==> src/rtl/vga_scan_if.sv <==
// Raster scan bundle from the timing generator to the pixel renderers.
// The generator drives through master; renderers and VGA pins read through slave.
interface vga_scan_if;
  logic [9:0] DrawX;
  logic [9:0] DrawY;
  logic       blank;
  logic       hs;
  logic       vs;
  logic       pixel_en;
  logic       line_start;
  logic       frame_start;

  modport master (
    output DrawX, DrawY, blank, hs, vs,
    output pixel_en, line_start, frame_start
  );

  modport slave (
    input DrawX, DrawY, blank, hs, vs,
    input pixel_en, line_start, frame_start
  );
endinterface

==> src/rtl/vga_timing_gen.sv <==
// VGA raster timing generator (DrawX/DrawY/blank/hs/vs plus strobes).
// Define VGA_SYNC_ALIGN_EN to delay hs/vs/blank by SYNC_DELAY extra stages.
module vga_timing_gen #(
  parameter int H_VISIBLE  = 640,
  parameter int H_FP       = 16,
  parameter int H_SYNC     = 96,
  parameter int H_BP       = 48,
  parameter int V_VISIBLE  = 480,
  parameter int V_FP       = 10,
  parameter int V_SYNC     = 2,
  parameter int V_BP       = 33,
  parameter int CLK_DIV    = 1,
  parameter int SYNC_DELAY = 2
) (
  input  logic       vga_clk,
  input  logic       reset_n,
  vga_scan_if.master scan
);

  localparam int H_TOTAL = H_VISIBLE + H_FP + H_SYNC + H_BP;
  localparam int V_TOTAL = V_VISIBLE + V_FP + V_SYNC + V_BP;
  localparam int DW = (CLK_DIV > 1) ? $clog2(CLK_DIV) : 1;

  localparam logic [9:0] HT_M1 = 10'(H_TOTAL - 1);
  localparam logic [9:0] VT_M1 = 10'(V_TOTAL - 1);
  localparam logic [9:0] HV    = 10'(H_VISIBLE);
  localparam logic [9:0] VV    = 10'(V_VISIBLE);
  localparam logic [9:0] HS_LO = 10'(H_VISIBLE + H_FP);
  localparam logic [9:0] HS_HI = 10'(H_VISIBLE + H_FP + H_SYNC);
  localparam logic [9:0] VS_LO = 10'(V_VISIBLE + V_FP);
  localparam logic [9:0] VS_HI = 10'(V_VISIBLE + V_FP + V_SYNC);
  localparam logic [DW-1:0] DIV_M1 = DW'(CLK_DIV - 1);

  if (CLK_DIV < 1 || SYNC_DELAY < 1) begin : g_bad_cfg
    $error("vga_timing_gen: CLK_DIV and SYNC_DELAY must be >= 1");
  end

  logic [DW-1:0] div_q, div_d;
  logic [9:0]    hc_q, hc_d;
  logic [9:0]    vc_q, vc_d;
  logic          tick;

  logic [9:0] x_q, y_q;
  logic       blank_q, blank_d;
  logic       hs_q, hs_d;
  logic       vs_q, vs_d;
  logic       pe_q, ls_q, fs_q;
  logic       ls_d, fs_d;

  assign tick = (div_q == DIV_M1);

  always_comb begin
    div_d = tick ? '0 : div_q + DW'(1);
    hc_d  = hc_q;
    vc_d  = vc_q;
    if (tick) begin
      if (hc_q == HT_M1) begin
        hc_d = '0;
        vc_d = (vc_q == VT_M1) ? '0 : vc_q + 10'd1;
      end else begin
        hc_d = hc_q + 10'd1;
      end
    end
  end

  always_comb begin
    blank_d = (hc_q < HV) && (vc_q < VV);
    hs_d    = !((hc_q >= HS_LO) && (hc_q < HS_HI));
    vs_d    = !((vc_q >= VS_LO) && (vc_q < VS_HI));
    ls_d    = tick && (hc_q == '0);
    fs_d    = ls_d && (vc_q == '0);
  end

  always_ff @(posedge vga_clk or negedge reset_n) begin
    if (!reset_n) begin
      div_q <= '0;
      hc_q  <= '0;
      vc_q  <= '0;
    end else begin
      div_q <= div_d;
      hc_q  <= hc_d;
      vc_q  <= vc_d;
    end
  end

  // Outputs sample the pre-update counters, so they trail hc/vc by one clock.
  always_ff @(posedge vga_clk or negedge reset_n) begin
    if (!reset_n) begin
      x_q     <= '0;
      y_q     <= '0;
      blank_q <= 1'b0;
      hs_q    <= 1'b1;
      vs_q    <= 1'b1;
      pe_q    <= 1'b0;
      ls_q    <= 1'b0;
      fs_q    <= 1'b0;
    end else begin
      x_q     <= hc_q;
      y_q     <= vc_q;
      blank_q <= blank_d;
      hs_q    <= hs_d;
      vs_q    <= vs_d;
      pe_q    <= tick;
      ls_q    <= ls_d;
      fs_q    <= fs_d;
    end
  end

  assign scan.DrawX       = x_q;
  assign scan.DrawY       = y_q;
  assign scan.pixel_en    = pe_q;
  assign scan.line_start  = ls_q;
  assign scan.frame_start = fs_q;

`ifdef VGA_SYNC_ALIGN_EN
  logic [2:0] dly_q [SYNC_DELAY];

  always_ff @(posedge vga_clk or negedge reset_n) begin
    if (!reset_n) begin
      for (int i = 0; i < SYNC_DELAY; i++) begin
        dly_q[i] <= 3'b011;
      end
    end else begin
      dly_q[0] <= {blank_q, hs_q, vs_q};
      for (int i = 1; i < SYNC_DELAY; i++) begin
        dly_q[i] <= dly_q[i-1];
      end
    end
  end

  assign scan.blank = dly_q[SYNC_DELAY-1][2];
  assign scan.hs    = dly_q[SYNC_DELAY-1][1];
  assign scan.vs    = dly_q[SYNC_DELAY-1][0];
`else
  assign scan.blank = blank_q;
  assign scan.hs    = hs_q;
  assign scan.vs    = vs_q;
`endif

endmodule

==> src/flat_wrapper.sv <==
// flat-port wrapper written by rule: the top's interface ports become plain ports
module vga_timing_gen_flat 
#(
  parameter int H_VISIBLE  = 640,
  parameter int H_FP       = 16,
  parameter int H_SYNC     = 96,
  parameter int H_BP       = 48,
  parameter int V_VISIBLE  = 480,
  parameter int V_FP       = 10,
  parameter int V_SYNC     = 2,
  parameter int V_BP       = 33,
  parameter int CLK_DIV    = 1,
  parameter int SYNC_DELAY = 2
)
  (vga_clk, reset_n, scan_DrawX, scan_DrawY, scan_blank, scan_hs, scan_vs, scan_pixel_en, scan_line_start, scan_frame_start);
  vga_scan_if scan_i ();
  input  logic vga_clk;
  input  logic reset_n;
  output wire logic [$bits(scan_i.DrawX)-1:0] scan_DrawX;
  output wire logic [$bits(scan_i.DrawY)-1:0] scan_DrawY;
  output wire logic [$bits(scan_i.blank)-1:0] scan_blank;
  output wire logic [$bits(scan_i.hs)-1:0] scan_hs;
  output wire logic [$bits(scan_i.vs)-1:0] scan_vs;
  output wire logic [$bits(scan_i.pixel_en)-1:0] scan_pixel_en;
  output wire logic [$bits(scan_i.line_start)-1:0] scan_line_start;
  output wire logic [$bits(scan_i.frame_start)-1:0] scan_frame_start;
  assign scan_DrawX = scan_i.DrawX;
  assign scan_DrawY = scan_i.DrawY;
  assign scan_blank = scan_i.blank;
  assign scan_hs = scan_i.hs;
  assign scan_vs = scan_i.vs;
  assign scan_pixel_en = scan_i.pixel_en;
  assign scan_line_start = scan_i.line_start;
  assign scan_frame_start = scan_i.frame_start;
  vga_timing_gen #(.H_VISIBLE(H_VISIBLE), .H_FP(H_FP), .H_SYNC(H_SYNC), .H_BP(H_BP), .V_VISIBLE(V_VISIBLE), .V_FP(V_FP), .V_SYNC(V_SYNC), .V_BP(V_BP), .CLK_DIV(CLK_DIV), .SYNC_DELAY(SYNC_DELAY)) u_core (.vga_clk(vga_clk), .reset_n(reset_n), .scan(scan_i));
endmodule
==> config.mk <==
export PLATFORM = sky130hd
export DESIGN_NAME = vga_timing_gen_flat
export DESIGN_NICKNAME = d
export VERILOG_FILES = /design/src/rtl/vga_scan_if.sv /design/src/rtl/vga_timing_gen.sv /design/src/flat_wrapper.sv
export SDC_FILE = /design/constraint.sdc
export NUM_CORES = 1
export LEC_CHECK = 0
export ABC_AREA = 1
export CAP_MARGIN = 20
export CORE_MARGIN = 2
export CORE_UTILIZATION = 45
export CTS_BUF_LIST = sky130_fd_sc_hd__clkbuf_16
export DETAILED_ROUTE_END_ITERATION = 16
export GPL_ROUTABILITY_DRIVEN = 1
export PLACE_DENSITY_LB_ADDON = 0.15
export SETUP_SLACK_MARGIN = 0.02
export SLEW_MARGIN = 20
export SYNTH_ARGS = -nofsm -noshare
export SYNTH_HDL_FRONTEND = slang
export SYNTH_SLANG_ARGS = --single-unit
==> constraint.sdc <==
create_clock -name vga_clk -period 1.95 [get_ports vga_clk]
set_clock_uncertainty 0.1 [all_clocks]
set_input_delay 0.195 -clock vga_clk [delete_from_list [all_inputs] [get_ports vga_clk]]
set_output_delay 0.195 -clock vga_clk [all_outputs]
set_load 0.01 [all_outputs]
# Word-level counts from Yosys, hierarchy flattened
# Cells that the tools add are included.
# Widths: inputs -> output; s select.
[totals]
reg_bits = 47
inputBits = 2
output_inout_bits = 26
wordCells = 36
[classes]
addsub = 3
magnitude_cmp = 6
n_eq_ne = 2
mux = 3
n_bitwise = 1
n_reduce_logical = 10
[ops]
columns = ["cell", "n"]
rows = [
  ["$add 10x1->10 const B", 2],
  ["$eq 10x10->1 const B", 2],
  ["$logic_not 10->1", 2],
  ["$lt 10x10->1 const B", 2],
  ["$lt 10x9->1 const B", 2],
  ["$mux 10", 2],
  ["$ge 10x10->1 const B", 1],
  ["$ge 10x9->1 const B", 1],
  ["$logic_and 1x1->1", 5],
  ["$logic_not 1->1", 2],
  ["$reduce_and 2->1", 1],
  ["$add 1x1->1 const B", 1],
  ["$mux 1", 1],
  ["$not 1->1", 1],
]

# Logic depth before layout (Yosys ltp)
[logic_depth]
word_depth = 3
ltp_mapped = 9
depth_no_buf = 9

# Least setup slack after synthesis
# Ideal clock, no wire load.
[synth_path]
path_kind = "register to register"
start = "reg u_core.hc_q[0]"
end = "reg u_core.vc_q[0]"
setup_time_ns = 0.127
arrival_time_ns = 1.157
required_time_ns = 1.723
setup_slack_ns = 0.566
stages_incl_launch_ff = 8
n_path_buf = 1
period_less_slack_ns = 1.384
cell_sequence = "dfrtp_1 -> ha_1 -> nand3_2 -> nor2_2 -> nand2_4 -> inv_6 -> buf_12 -> o21ai_0"
[synth_via]
elab_chain_len = 2
[synth_rtl]
columns = ["element", "line_no", "rtl"]
rows = [
  ["from (decl)", "vga_timing_gen.sv:39", "logic [9:0] hc_q, hc_d;"],
  ["from (signal assigned)", "vga_timing_gen.sv:77", "hc_q <= '0;"],
  ["from (signal assigned)", "vga_timing_gen.sv:81", "hc_q <= hc_d;"],
  ["$eq 10x10->1", "vga_timing_gen.sv:57", "if (hc_q == HT_M1) begin"],
  ["$reduce_and 2->1 (no line)", "n/a", ""],
  ["to (signal assigned)", "vga_timing_gen.sv:82", "vc_q <= vc_d;"],
  ["to (decl)", "vga_timing_gen.sv:40", "logic [9:0] vc_q, vc_d;"],
]
# No other way between the ends.
# A chain may end at the register's enable or synchronous reset.

# Final worst setup path
[layout_path]
start = "reg u_core.vs_q (netlist: u_core.scan.vs)"
end = "out scan_vs"
[layout_lines]
columns = ["element", "line_no", "rtl"]
rows = [
  ["from (decl)", "vga_timing_gen.sv:46", "logic vs_q, vs_d;"],
  ["from (signal assigned)", "vga_timing_gen.sv:102", "vs_q <= vs_d;"],
  ["to (decl)", "flat_wrapper.sv:23", "output wire logic [$bits(scan_i.vs)-1:0] scan_vs;"],
]
# No word-level cell between the ends.

==> flow_metrics.py <==
metrics = {
    "synthesis": {
        "yosys-top-cells-area": "dfrtp_1 59%, nand2_1 7.0%, inv_1 5.8%, nor2_1 5.8%, nand3_1 3.2%",
        "ys_top_cells_by_count": "44 x dfrtp_1, 35 x nand2_1, 29 x inv_1, 29 x nor2_1, 12 x nand3_1",
        "synth-async-reset-ratio_pct": 100.0,
        "yosysTopAreaCell": "dfrtp_1",
        "syn_area_per_cell_um2": 9.852,
        "synth_edf_count": 0,
        "synth_fp_nets": 197,
        "synth_top_area_share_pct": 58.51,
        "synthCells": 191,
        "yosys_warnings": 0,
        "synth_area_um2": 1882,
        "synth.most_common_cell": "dfrtp_1",
        "ys_ff_latch": 46,
        "yosysSeqAreaShare_pct": 61.30,
        "synthFlopType": "dfrtp_1",
        "synthDistinctLibCells": 25,
    },
    "die": {
        "fp.dieW_um": 68.67,
        "die_area_um2": 4715,
        "pin_count": 28,
        "coreArea_um2": 4000,
        "rows": 23,
        "initial_utilization_pct": 47.04,
        "die-height_um": 68.67,
    },
    "critical_path": {
        "r2r-start": "u_core.hc_q[0]$_DFF_PN0_",
        "critPathCaptureType": "primary output",
        "critPathSlowestCell": "dfstp_2",
        "crit_chain": "clkdlybuf4s50_1",
        "start_kind": "flip-flop",
        "cp.required_ps": 1650,
        "worstPathMaxFanout": 1,
        "critPathKind": "flip-flop to primary output",
        "slowest_delay_ps": 520,
        "critPathTopFamily": "flip-flops",
        "cp.buffers_inverters": 1,
        "startpoint": "u_core.scan.vs$_DFF_PN1_",
        "arrival_ps": 1320,
    },
    "clocking": {
        "post_cts_buffers": 0,
        "path_clk_slew_ps": 50,
        "cts_inserted_buffers": 5,
        "hold_buffers": 1,
        "cts_tree": "built",
        "clock_latency_ps": 280,
        "clock_sinks": 46,
        "cts.repair.resized": 0,
        "cts_root_buf": "clkbuf_16",
        "cts_max_level": 2,
        "clockBufferDepth": 2,
    },
    "placement": {
        "gp_congestion": 0.9627,
        "port_buffers": 27,
        "post-dp-hpwl_um": 2536,
    },
    "timing": {
        "fmaxAchievable_mhz": 620.7,
        "setup_viol": 0,
        "rsz0062_at_grt": "false",
        "tightest_slew_ps": 558.2,
        "relSlewSlack_pct": 62.79,
        "final.period_utilization_pct": 82.62,
        "hold_ws_ps": 325.3,
        "finalSetupTns_ps": 0,
        "finalHoldViolCount": 0,
        "fin_crit_ps": 1611,
        "slew_violations": 0,
    },
    "grt": {
        "antenna_found_initial": 0,
        "grt_pass1_wl_um": 5630,
        "grt_pass1_vias": 1300,
        "grt_max_degree": 25,
        "overflow": 0,
        "grt.total_usage_pct": 16.85,
    },
    "pwr": {
        "power_density_nw_per_um2": 742.2,
        "p_leak_nw": 1.219,
        "ir_worst_vdd_uv": 609.2,
    },
    "routing": {
        "drc_errors": 0,
        "drtIter0Drc": 38,
        "drt_first_pass_iters": 4,
        "vias_per_cell": 4.910,
        "via_count": 1360,
        "wl_um": 3375,
        "route.detailed.wl_per_inst_um": 12.18,
        "ant_nets": 0,
    },
    "run": {
        "max_cap_violations": 0,
    },
    "worst_hold_path": {
        "min_from": "u_core.vc_q[0]$_DFFE_PN0N_",
        "hold_class": "flip-flop to flip-flop",
    },
    "layout": {
        "antenna_cells": 0,
        "nets": 232,
        "drive_gt1_share_pct": 7.048,
        "areaGrowthSynthToFinish_pct": 25.20,
    },
    "status": {
        "status": "finished clean",
    },
}
-- path summary, 6_finish.rpt --
| kind | cells after the start | endpoint | slack [ps] |
|---|---|---|---|
| worst max-delay path | 1 | scan_vs | 340 |
| worst min-delay path | 0 | u_core.scan.DrawY[0]$_DFF_PN0_ | 330 |
| worst max register to register | 8 | u_core.vc_q[9]$_DFFE_PN0N_ | 400 |
| worst min register to register | 0 | u_core.scan.DrawY[0]$_DFF_PN0_ | 330 |
| max in group asynchronous | 3 | u_core.scan.hs$_DFF_PN1_ | 820 |
| min in group asynchronous | 2 | u_core.hc_q[2]$_DFF_PN0_ | 340 |
-- cell type report --
type                    count  area [µm²]
inverters                  30       117.6
well taps                  50       62.56
clock buffers               5       125.1
flip-flops and latches     46        1154
clock inverters             3       11.26
fillers                   350        1644
repair buffers             29       295.3
multi-input cells         114       590.6
-- per-layer routing --
| metal | up-vias | track usage, % | wire length, µm |
|---|---|---|---|
| met2 | 35 | 28.13 | 1729 |
| met4 | 0 | 11.00 | 91 |
| met1 | 651 | 18.77 | 1407 |
| met3 | 9 | 4.708 | 147 |
| met5 | - | 0 | 0 |
| li1 | 665 | - | - |
-- registers in the layout, indices dropped and copies added (netlist names) --
| register | count |
|---|---|
| u_core.scan.DrawX | 10 |
| u_core.scan.vs | 1 |
| u_core.hc_q | 10 |
| u_core.scan.line_start | 1 |
| u_core.scan.blank | 1 |
| u_core.scan.DrawY | 10 |
| u_core.vc_q | 10 |
| u_core.scan.hs | 1 |
| u_core.scan.pixel_en | 1 |
| u_core.scan.frame_start | 1 |
-- where the power goes --
part	total, mW	switching [mW]	internal (mW)
combinational	0.0271	0.0193	0.00774
sequential	0.957	0.000199	0.956
clock	0.765	0.305	0.460
total	1.75	0.325	1.42
-- cells in the final DEF, fill, tap and decap left out, drive strengths merged --
cell type / synthesis / final
o21bai: 2 / 2
nor3: 4 / 4
clkinv: 0 / 1
dlygate4sd3: 0 / 1
inv: 30 / 32
a21oi: 3 / 3
a211o: 1 / 1
nand3: 13 / 13
nor2: 30 / 30
nand3b: 1 / 1
nand4: 6 / 6
o21ai: 6 / 6
nor3b: 1 / 1
ha: 4 / 4
nand2: 36 / 36
buf: 1 / 2
xor2: 6 / 6
clkdlybuf4s50: 0 / 26
dfrtp: 44 / 44
clkbuf: 0 / 5
dfstp: 2 / 2
conb: 1 / 1
-- stage by stage --
| stage | power [mW] | instance area, µm² | utilization (%) | std cells | setup slack (ps) |
|---|---|---|---|---|---|
| after floorplan | 0.9744 | 1882 | - | 191 | 566.0 |
| after global placement | 1.000 | 2210 | 55.24 | 268 | 467.5 |
| after detailed placement | 1.000 | 2210 | 55.24 | 268 | 407.8 |
| after CTS | 1.777 | 2356 | 58.90 | 277 | 327.5 |
| after global routing | 1.818 | 2356 | 58.90 | 277 | 270.0 |
| final | 1.749 | 2356 | 58.90 | 277 | 338.8 |
-- logic make-up after synthesis --
family / synth area share, %
simple gates: 21.88
flops: 61.30
buf+inv: 7.314
compound gates: 3.856
xor+xnor: 2.793
fa+ha+maj: 2.660
other cells: 0.1993
No activity file was read; power rests on OpenSTA's default activity.
==> RTL change 1: new RTL, config.mk and constraints unchanged <==
Add a define of `VGA_SYNC_ALIGN_EN`.
--- a/src/rtl/vga_timing_gen.sv
+++ b/src/rtl/vga_timing_gen.sv
@@ -2,2 +2,4 @@
 // Define VGA_SYNC_ALIGN_EN to delay hs/vs/blank by SYNC_DELAY extra stages.
+`define VGA_SYNC_ALIGN_EN
+
 module vga_timing_gen #(
Function: changed (Yosys sat finds a counterexample within 4 cycles, from zero or initial values and one cycle with reset_n low).
==> RTL change 1 against the unedited design <==
- routed wire length is 1.5% lower
- largest cell class unchanged
- total power rose by 19%
- first-iteration DRC count grew to 2.9 times the old value
- setup slack is essentially flat
- die area increased by 7.0%
- via count decreased by 1.0%
- sequential cell count grew 6
- cell area increased by 7.8%
- combinational power rose by 7%
- area after synthesis up 7.4%
- fmax about the same
- critical endpoint unchanged
- critical path type unchanged
- final cell count rose by 3.6%
- sequential share of layout area rose by 2.6 points
==> RTL change 1: results (changes against the unedited design) <==
The area after detailed placement is 0.00236 mm^2 (+6.9%), and the sequential fraction of the synthesis area is 64.7% (+3.4 points). The number of vias per cell after detailed routing was 4.69 (-4.5%). The highest-delay cell along the critical path is sky130_fd_sc_hd__clkdlybuf4s50_1.

The highest layer touched by signal routing is met4. The global-route wire length before repair is 5970 um (+6.0%). The total global routing track utilization was 15.3% (-1.5 points). The delay of the slowest cell on the worst path is 0.52 ns (about the same), and the worst IR drop on VDD is 0.518 mV (-15%). The commonest cells after synthesis are sky130_fd_sc_hd__dfrtp_1, sky130_fd_sc_hd__nand2_1, sky130_fd_sc_hd__nor2_1, sky130_fd_sc_hd__inv_1, sky130_fd_sc_hd__nand3_1. The number of post-CTS setup repair buffers came out at 0 (unchanged).

The register-to-register path setup slack was 0.36 ns (-0.04 ns); the static leakage was 1.25 nW (+2.3%). The tools report the largest net degree at the start of global routing as 53 (+110%). The post-synthesis cell type count is 22 (-12%), and the layout cell share with drive strength beyond 1 is 8.94% (+1.9 points). The length of routed wiring on met1 came out at 1640 um (+16%). The net count after synthesis was 205 (+4.1%).

The logs give 0.823 (-15%) for the final estimated routing congestion in global placement and 0 (unchanged) for the number of gates given a new drive strength after cts. Sorting the synthesized cells by area gives the leading types as sky130_fd_sc_hd__dfrtp_1, sky130_fd_sc_hd__dfstp_2, sky130_fd_sc_hd__nand2_1. The run gives 0 (unchanged) as the number of inserted diodes. For the sum of met2 wire segment lengths after detailed routing, the log shows 1490 um (-14%).

The number of nets at the end of the flow was 240 (+3.4%). The reported sequential group power is 1.08 mW (+13%). The flow ran to the end, and the final reports show no timing, DRC or antenna violations. The clock root buffer was sky130_fd_sc_hd__clkbuf_16.

Among all flip-flop cells after synthesis, the most frequent one is sky130_fd_sc_hd__dfrtp_1. For the number of DRC violations after detailed-routing iteration 0, the log shows 112 (+190%). The wire length per cell after detailed routing was 11.6 um (-4.9%); the internal power was 1.69 mW (+19%).

The routed length on met3 is 165 um (+12%). The run gives 2250 um (-11%) as the post-DP HPWL. The number of detailed-routing iterations run before antenna repair is 4 (unchanged), and the largest driver fanout on the critical path is 1 (unchanged). The clock-net power was 0.966 mW (+26%). Broken down by cell family, the worst path's largest delay share belongs to buffers and inverters. For the number of global-route vias before repair, the log shows 1358 (+4.5%).
[RTL change 1: changes by cell type in the layout (fill, tap and decap cells not counted), sizes merged, moves of 2 or more]
cell / delta
dfstp: +4
inv: -5
nand4: +2
dfrtp: +2
nor2: +2
[RTL change 1: worst min-delay path by stage]
stage                     cells after the start                    to       startpoint
after global placement                        2  u_core.scan.DrawX[7]          reset_n
after detailed placement                      2        u_core.hc_q[7]          reset_n
after CTS                                     0     u_core.scan.blank  u_core.dly_q[5]
final                                         0     u_core.scan.blank  u_core.dly_q[5]
after global routing                          0        u_core.scan.hs  u_core.dly_q[4]
after floorplan                               0        u_core.blank_q          reset_n
[RTL change 1: routing by layer]
metal,track usage [%],vias to the layer above
met2,23.2,28
met5,0,-
met3,5.56,4
li1,-,694
met4,5.24,0
met1,20.6,620
[RTL change 1: metrics by stage]
step | total power, mW | std cells | hold WS, ns | setup WS, ns
after floorplan | 1.10 | 199 | -0.201 | 0.578
after global placement | 1.13 | 278 | 0.102 | 0.417
after detailed placement | 1.13 | 278 | 0.105 | 0.370
after global routing | 2.15 | 287 | 0.261 | 0.180
after CTS | 2.10 | 287 | 0.249 | 0.330
final | 2.08 | 287 | 0.249 | 0.339
[RTL change 1: layout make-up]
type                    count  area [um^2]
well taps                  52         65.1
multi-input cells         119          601
clock buffers               5          125
fillers                   365         1820
inverters                  27          101
flip-flops and latches     52         1310
repair buffers             29          295
clock inverters             3         42.5
[RTL change 1: kinds of logic after synthesis]
kind of cell | Yosys count | share of synthesized area [%]
other | 1 | 0.185
buffers and inverters | 28 | 5.57
AOI/OAI and AO/OA | 12 | 3.40
and+or+nand+nor | 97 | 21.5
adders and majority gates | 4 | 2.48
DFF | 52 | 64.7
xor gates and xnor gates | 5 | 2.17
==> RTL change 2: new RTL, config.mk and constraints unchanged <==
Made on the original files. `y_q` no longer has a reset.
--- a/src/rtl/vga_timing_gen.sv
+++ b/src/rtl/vga_timing_gen.sv
@@ -89,3 +89,2 @@
       x_q     <= '0;
-      y_q     <= '0;
       blank_q <= 1'b0;
@@ -98,3 +97,2 @@
       x_q     <= hc_q;
-      y_q     <= vc_q;
       blank_q <= blank_d;
@@ -106,2 +104,6 @@
     end
+  end
+
+  always_ff @(posedge vga_clk) begin
+    y_q <= vc_q;
   end
Formal check against the unedited RTL: same outputs for any inputs over 10 cycles, from zero or initial values and one cycle with reset_n low; that may be too few to reach the edited logic, so the function may still have changed.
==> RTL change 2 against the unedited design <==
- via count shrank 2.1%
- largest power group unchanged
- sequential cell count is the same
- sequential power down 0.4%
- total power rose by 0.10%
- setup slack gained 0.0085 ns
- cell area down 2.9%
- area after synthesis shrank 2.7%
- routed wire length decreased by 3.9%
- final cell count down 0.36%
- die area decreased by 2.5%
- utilization down 1.3 points
==> RTL change 2: results (changes against the unedited design) <==
The tools report the fill cell total of the finished layout as 346 (-1.1%). For the largest net degree at the start of global routing, the log shows 37 (+48%). Following the worst setup path forward leads to its endpoint at scan_hs. The post-synthesis cell type count was 26 (+4.0%). The net count after synthesis is 197 (unchanged), and the number of vias per cell after detailed routing is 4.83 (-1.7%).

The clock root buffer was sky130_fd_sc_hd__clkbuf_16. The layout cell share with drive strength beyond 1 was 6.64% (-0.41 points). The delay of the slowest cell on the worst path came out at 0.52 ns (about the same). The Yosys warning count was 0 (unchanged). Among all flip-flop cells after synthesis, the most frequent one is sky130_fd_sc_hd__dfrtp_1.

The number of buffers inserted by port buffering is 27 (unchanged), and the number of post-CTS setup repair buffers is 0 (unchanged). The total length of routed wires is 3250 um (-3.9%). The number of antenna violations at the first check in global routing was 0 (unchanged); the clock edge transition at the registers on the reported setup and hold paths was 0.06 ns. The worst register-to-register path begins at u_core.hc_q[0]. The tools report the number of H-tree levels as 2 (unchanged). For the final estimated routing congestion in global placement, the log shows 0.946 (-1.8%).

For the total global routing track utilization, the log shows 16.8% (about the same). In the post-synthesis netlist, the biggest area contributors are sky130_fd_sc_hd__dfrtp_1, sky130_fd_sc_hd__dfxtp_1, sky130_fd_sc_hd__nand2_1. The worst-skew pair later-pin latency is 0.28 ns (about the same), and the worst IR drop on VDD is 0.415 mV (-32%). The run gives 68 (+79%) as the number of DRC violations after detailed-routing iteration 0. The number of gates given a new drive strength after cts was 0 (unchanged). The setup check on the worst reg-to-reg path leaves a slack of 0.41 ns.

Critical path's top delay family: buffers and inverters. For the number of detailed-routing iterations run before antenna repair, the log shows 4 (unchanged). The fraction of registers with async set/reset is 78.3% (-22 points).

The endpoint identified for the worst register-to-register timing path is u_core.vc_q[9]. The logs give 2 (unchanged) for the buffer levels on the longest clock path and 2290 um (-9.6%) for the post-DP HPWL. The slowest stage of the critical path is the sky130_fd_sc_hd__clkdlybuf4s50_1 cell. The number of nets at the end of the flow came out at 231 (-0.43%).

The flow ran to the end, and the final reports show no timing, DRC or antenna violations. The largest driver fanout on the critical path came out at 1 (unchanged). The number of cells traversed by the worst register-to-register path is 8 (unchanged). The type of the worst min-delay path was in2async. Tracing the worst setup path back leads to its startpoint at u_core.scan.hs. Number of buffers created by CTS: 5 (unchanged).

The run gives 0 (unchanged) as the number of inserted diodes. The logs give 1224 (-5.8%) for the number of global-route vias before repair and 5580 um (-0.98%) for the global-route wire length before repair. The arrival time of the worst setup path was 1.31 ns; the sequential fraction of the synthesis area was 60.2% (-1.1 points).

The run gives 1.15 nW (-5.6%) as the static leakage. Sorting the synthesized cells by how often they occur yields sky130_fd_sc_hd__nand2_1, sky130_fd_sc_hd__dfrtp_1, sky130_fd_sc_hd__inv_1, sky130_fd_sc_hd__nor2_1, sky130_fd_sc_hd__nand3_1.
==> RTL change 2: worst min path at each step <==
stage | start | endpoint | slack [ns] | depth (start not counted)
finish | reset_n | u_core.scan.DrawX[3] | 0.22 | 2
global route | reset_n | u_core.scan.DrawX[1] | 0.27 | 2
floorplan | reset_n | u_core.hc_q[0] | -0.20 | 0
global placement | u_core.vc_q[0] | u_core.scan.DrawY[0] | 0.29 | 0
CTS | reset_n | u_core.scan.DrawX[3] | 0.23 | 2
detailed placement | u_core.vc_q[0] | u_core.scan.DrawY[0] | 0.29 | 0
==> RTL change 2: logic make-up after synthesis <==
family          after synthesis  share of synthesized area [%]
fa+ha+maj                     4                           2.73
xor+xnor                      6                           2.87
flops                        46                           60.2
compound gates               12                           3.96
other cells                   1                          0.205
buf+inv                      31                           7.51
simple gates                 91                           22.5
==> RTL change 2: layout make-up <==
cell class | count | area share [%]
clock buffers | 5 | 5.47
clock inverters | 3 | 0.492
inverters | 30 | 5.14
multi-input cells | 114 | 25.8
flip-flops and latches | 46 | 48.2
well taps | 50 | 2.73
repair buffers | 28 | 12.1
==> RTL change 2: metal layers <==
layer | up-vias | track usage, % | routed length [um]
li1 | 661 | - | -
met1 | 627 | 21.1 | 1410
met4 | 0 | 8.50 | 96
met2 | 33 | 25.9 | 1570
met5 | - | 0 | 0
met3 | 11 | 5.83 | 170
==> RTL change 2: through the flow <==
| stage | hold slack [ns] | instance area, um^2 | instances | setup WS, ns |
|---|---|---|---|---|
| after floorplan | -0.201 | 1830 | 191 | 0.566 |
| after global placement | 0.292 | 2150 | 268 | 0.463 |
| after detailed placement | 0.288 | 2150 | 268 | 0.405 |
| after CTS | 0.235 | 2290 | 276 | 0.335 |
| after global routing | 0.268 | 2290 | 276 | 0.292 |
| final | 0.225 | 2290 | 276 | 0.347 |
==> RTL change 2: power breakdown <==
part,internal [mW],total (mW),switching (mW),leakage (nW)
Sequential,0.953,0.953,0.000199,0.545
Clock,0.460,0.778,0.317,0.0738
Combinational,0.00481,0.0197,0.0149,0.532
Total,1.42,1.75,0.332,1.15
